<file path="src/rtl/hamming_scrub_ctrl.sv">
// hamming_scrub_ctrl: front-end for a hamming_reg.
// Keeps a golden shadow of the last user write. It periodically reads back the
// corrected register and compares it against the shadow. It then rewrites the
// shadow so that accumulated single-bit upsets are cleared. Readback mismatches
// are counted.
module hamming_scrub_ctrl #(
   parameter int data_width   = 8,
   parameter int scrub_period = 1024,
   parameter int cnt_width    = 16
) (
   input  logic                  clk,
   input  logic                  reset,
   input  logic                  user_wr_valid,
   output logic                  user_wr_ready,
   input  logic [data_width-1:0] user_wdata,
   input  logic                  scrub_en,
   input  logic                  clr_stats,
   output logic                  reg_wren,
   output logic [data_width-1:0] reg_wdata,
   input  logic [data_width-1:0] reg_rdata,
   output logic [data_width-1:0] rdata,
   output logic                  mismatch_flag,
   output logic [cnt_width-1:0]  mismatch_count,
   output logic [cnt_width-1:0]  scrub_count,
   output logic                  scrub_busy
);

   localparam int iw = (scrub_period > 2) ? $clog2(scrub_period) : 1;
   localparam logic [iw-1:0] reload_val = iw'(scrub_period - 1);
   localparam logic [cnt_width-1:0] cnt_max = '1;

   typedef enum logic [1:0] {
      IDLE,
      CHECK,
      WRITEBACK
   } state_t;

   state_t                state_q, state_d;
   logic [data_width-1:0] shadow_q, shadow_d;
   logic [iw-1:0]         interval_q, interval_d;
   logic                  pending_q, pending_d;
   logic [cnt_width-1:0]  mismatch_count_q, mismatch_count_d;
   logic [cnt_width-1:0]  scrub_count_q, scrub_count_d;
   logic                  mismatch_flag_q, mismatch_flag_d;
   logic                  accept;
   logic                  interval_hit;
   logic                  mismatch;

   // FSM next state and register-port drive; a user write in IDLE beats a pending scrub
   always_comb begin
      state_d       = state_q;
      user_wr_ready = 1'b0;
      reg_wren      = 1'b0;
      reg_wdata     = '0;
      accept        = 1'b0;
      case (state_q)
         IDLE: begin
            user_wr_ready = 1'b1;
            if (user_wr_valid) begin
               accept    = 1'b1;
               reg_wren  = 1'b1;
               reg_wdata = user_wdata;
            end else if (pending_q) begin
               state_d = CHECK;
            end
         end
         CHECK: begin
            state_d = WRITEBACK;
         end
         WRITEBACK: begin
            reg_wren  = 1'b1;
            reg_wdata = shadow_q;
            state_d   = IDLE;
         end
         default: begin
            state_d = IDLE;
         end
      endcase
   end

   // Shadow capture, scrub interval timer and pending request; a reload that lands on the writeback cycle re-arms the request
   always_comb begin
      shadow_d     = accept ? user_wdata : shadow_q;
      interval_hit = scrub_en && (interval_q == '0);
      interval_d   = interval_q;
      if (scrub_en) begin
         interval_d = interval_hit ? reload_val : interval_q - 1'b1;
      end
      pending_d = pending_q;
      if (state_q == WRITEBACK) begin
         pending_d = 1'b0;
      end
      if (interval_hit) begin
         pending_d = 1'b1;
      end
   end

   // Saturating statistics; clr_stats wins over a same-cycle increment
   always_comb begin
      mismatch         = (state_q == CHECK) && (reg_rdata != shadow_q);
      mismatch_count_d = mismatch_count_q;
      scrub_count_d    = scrub_count_q;
      mismatch_flag_d  = mismatch_flag_q;
      if (clr_stats) begin
         mismatch_count_d = '0;
         scrub_count_d    = '0;
         mismatch_flag_d  = 1'b0;
      end else begin
         if (mismatch) begin
            mismatch_flag_d = 1'b1;
            if (mismatch_count_q != cnt_max) begin
               mismatch_count_d = mismatch_count_q + 1'b1;
            end
         end
         if ((state_q == WRITEBACK) && (scrub_count_q != cnt_max)) begin
            scrub_count_d = scrub_count_q + 1'b1;
         end
      end
   end

   // State registers; reset leaves shadow at 0 to match the register's own reset value
   always_ff @(posedge clk or negedge reset) begin
      if (!reset) begin
         state_q          <= IDLE;
         shadow_q         <= '0;
         interval_q       <= reload_val;
         pending_q        <= 1'b0;
         mismatch_count_q <= '0;
         scrub_count_q    <= '0;
         mismatch_flag_q  <= 1'b0;
      end else begin
         state_q          <= state_d;
         shadow_q         <= shadow_d;
         interval_q       <= interval_d;
         pending_q        <= pending_d;
         mismatch_count_q <= mismatch_count_d;
         scrub_count_q    <= scrub_count_d;
         mismatch_flag_q  <= mismatch_flag_d;
      end
   end

   assign rdata          = reg_rdata;
   assign scrub_busy     = (state_q != IDLE);
   assign mismatch_flag  = mismatch_flag_q;
   assign mismatch_count = mismatch_count_q;
   assign scrub_count    = scrub_count_q;

endmodule

</file>
<file path="config.mk">
export PLATFORM = sky130hd
export DESIGN_NAME = hamming_scrub_ctrl
export DESIGN_NICKNAME = d
export VERILOG_FILES = /design/src/rtl/hamming_scrub_ctrl.sv
export SDC_FILE = /design/constraint.sdc
export NUM_CORES = 1
export LEC_CHECK = 0
export ABC_AREA = 1
export BUFFER_PORTS_ARGS = -buffer_cell sky130_fd_sc_hd__buf_2
export CORE_MARGIN = 2
export CORE_UTILIZATION = 40
export DETAILED_ROUTE_END_ITERATION = 8
export GPL_ROUTABILITY_DRIVEN = 0
export PLACE_DENSITY_LB_ADDON = 0.12
export SYNTH_ARGS = -nofsm -noshare
export SYNTH_HDL_FRONTEND = slang
export SYNTH_SLANG_ARGS = --single-unit
</file>
<file path="constraint.sdc">
create_clock -name clk -period 3.2 [get_ports clk]
set_input_delay 0.16 -clock clk [delete_from_list [all_inputs] [get_ports clk]]
set_output_delay 0.16 -clock clk [all_outputs]
set_load 0.01 [all_outputs]
</file>
==> impl_metrics.json <==
{
  "clk_latency_ns": 0.31,
  "root_buffer": "clkbuf_8",
  "timing.final.ws_setup_ns": 1.33,
  "synth_async_sr_flop_share_pct": 100,
  "die_area_um2": 8930,
  "yosys_warnings": 0,
  "cts_tree": "done",
  "synth_edf_count": 0,
  "cts_made_buffers": 5,
  "syn_nets": 481,
  "syn_inst": 456,
  "drt-total-wl_um": 7660,
  "dpl_worst_slack_ns": 1.32,
  "grt_antenna_before_repair": 0,
  "die_h_um": 94.5,
  "ys_ff_latch": 54,
  "skew_ns": 0.0139,
  "netlist_area_um2": 3270,
  "slowest_delay_ns": 0.40,
  "cts_sinks": 54,
  "crit_chain": "nor2_1, nand2_1, inv_1, nand2_1, o21ai_0, buf_2",
  "ys_seq_area_share_pct": 41.7,
  "worstReg2RegStart": "mismatch_count[0]",
  "drt_iter0_drc": 104,
  "synth.area.top_cells": "dfrtp_1 34%, nand2_1 16%, dfstp_2 8.0%",
  "synth_top_area_share_pct": 33.6,
  "avgSynthCellArea_um2": 7.18,
  "fmax_mhz": 533,
  "setup_viol": 0,
  "p_seq_share_pct": 50.2,
  "synthFlopType": "dfrtp_1",
  "ioPinCount": 73,
  "tightest_slew_ns": 1.05,
  "via_count": 3082,
  "cpMaxStageDelayCell": "dfrtp_1",
  "drive_above_1_share_pct": 19.4,
  "drv_cap": 0,
  "finalCriticalPeriod_ns": 1.87,
  "grt_pass1_vias": 2905,
  "cts_buffer_depth": 2,
  "routedWlPerCell_um": 12.3,
  "critical_path_arrival_ns": 1.71,
  "antenna_left": 0,
  "worstHoldStart": "user_wr_valid",
  "cellLeakagePower_nw": 1.91,
  "power_density_nw_per_um2": 476,
  "final-max-slew-violation-count": 0,
  "grt_setup_unrepaired": "no",
  "switching_share_pct": 32.8,
  "postCtsSetupBuffers": 0,
  "critPathBufInv": 2,
  "end_kind": "output port",
  "fin_crit_sh_pct": 58.6,
  "grt_pass1_wl_um": 13100,
  "grt_overflow": 0,
  "grt_max_degree": 38,
  "n_antenna_cell": 0,
  "fin_nets": 545,
  "grt_usage_pct": 18.2,
  "relSlewSlack_pct": 30.0,
  "crit_path_start_kind": "register",
  "fp.dieW_um": 94.5,
  "cp-startpoint": "state_q[0]",
  "p_switching_mw": 0.589,
  "critPathKind": "register to output port",
  "synth_area_leader_cell": "dfrtp_1",
  "port_buffers": 72,
  "synthDistinctLibCells": 31,
  "pwr-share-comb_pct": 24.6,
  "syn_to_final_growth_pct": 15.2,
  "finalHoldViolCount": 0,
  "critPathMaxFanout": 16,
  "p_int_mw": 1.21,
  "finalSetupTns_ns": 0,
  "dp.final_hpwl_um": 5550,
  "coreArea_um2": 7850,
  "fp-row-count": 32,
  "ir_drop_mv": 0.182,
  "htreeDepth": 2,
  "path_common_cell": "nand2_1",
  "cp.required_ns": 3.04,
  "worstHoldPathType": "input pin to register",
  "initial_core_util_pct": 41.7,
  "fillers": 828,
  "clkPwrFrac_pct": 25.2,
  "drcViolationCount": 0,
  "drtPass1Iterations": 5,
  "cts.clk_slew.worst_paths_ns": 0.10,
  "viasPerCell": 4.95,
  "cp_top_family": "buffers and inverters",
  "status": "finished clean"
}
## flip-flops by register name, indices dropped and copies added (netlist names)
name	flops
interval_q	10
mismatch_count	16
mismatch_flag	1
pending_q	1
scrub_count	16
shadow_q	8
state_q	2
## cells in the mapped netlist, drive strengths merged (2+ instances only)
cell / count
a21oi: 6
buf: 12
clkbuf: 5
dfrtp: 44
dfstp: 10
ha: 4
inv: 47
nand2: 139
nand3: 43
nand3b: 2
nand4: 10
nor2: 63
nor3: 11
nor3b: 2
o21ai: 33
or2: 2
xnor2: 5
xor2: 12
## layer usage
metal | routed length [µm] | GRT usage [%]
met1 | 3600 | 23.9
met2 | 3700 | 31.3
met3 | 291 | 3.11
met4 | 65 | 4.35
met5 | 0 | 0
## cell type report
class	count	area [µm²]	area share (%)
tap	102	128	3.38
inverter	48	185	4.91
sequential	54	1360	36.2
multi-input combinational	337	1610	42.6
clock buffer	8	111	2.95
timing repair buffer	74	378	10.0
## cell families after synthesis
kind of cell    Yosys count  share of synthesized area, %
compound gates           43                          6.84
buf+inv                  65                          9.32
fa+ha+maj                 4                          1.53
flops                    54                          41.7
simple gates            273                          36.1
xor+xnor                 17                          4.55
## worst register-to-register path: cells and delay by family, from the launching register on
kind | cells | cell delay [ns]
flip-flops | 1 | 0.44
adder cells (fa/ha/maj) | 1 | 0.19
AND/OR/NAND/NOR | 7 | 1.14
## final timing paths
check	to	slack (ns)	depth (start not counted)
worst max-delay path	reg_wdata[1]	1.33	6
worst min-delay path	state_q[0]	0.03	2
worst max register to register	mismatch_count[7]	1.33	8
worst min register to register	interval_q[6]	0.50	2
max in group asynchronous	interval_q[7]	1.87	3
min in group asynchronous	scrub_count[15]	0.49	2
## layout by cell type (no fill, tap or decap), drive strengths merged, types with 2 or more instances in the layout
cell type and instances:
clkbuf 8, xnor2 5, dfrtp 44, nand4 10, nand2 139, nor2 63
xor2 12, nand3b 2, nor3 11, or2 2, nor3b 2, inv 47
ha 4, buf 73, nand3 43, a21oi 6, dfstp 10, o21ai 33
## through the flow
| step | area (µm²) | cells | utilization (%) | power (mW) | hold WS, ns |
|---|---|---|---|---|---|
| 2_1_floorplan | 3270 | 456 | - | 1.22 | -0.136 |
| 3_3_place_gp | 3650 | 614 | 46.5 | 1.35 | 0.322 |
| 3_5_place_dp | 3650 | 614 | 46.5 | 1.36 | 0.326 |
| 4_1_cts | 3770 | 623 | 48.1 | 1.82 | 0.0184 |
| 5_1_grt | 3770 | 623 | 48.1 | 1.93 | 0.0107 |
| 6_report | 3770 | 623 | 48.1 | 1.80 | 0.0265 |
## timing repair
action / CTS / global route
hold endpoints to repair: 29 / 0
hold buffers: 1 / 0
gates resized for setup: 0 / 0
## power groups by stage
stage / registers (mW) / logic [mW] / clock network, mW
6_report: 0.902 / 0.441 / 0.452
2_1_floorplan: 0.904 / 0.319 / 0
4_1_cts: 0.904 / 0.448 / 0.467
3_5_place_dp: 0.916 / 0.444 / 0
3_3_place_gp: 0.915 / 0.437 / 0
5_1_grt: 0.919 / 0.517 / 0.496
(Power assumes the default switching activity.)
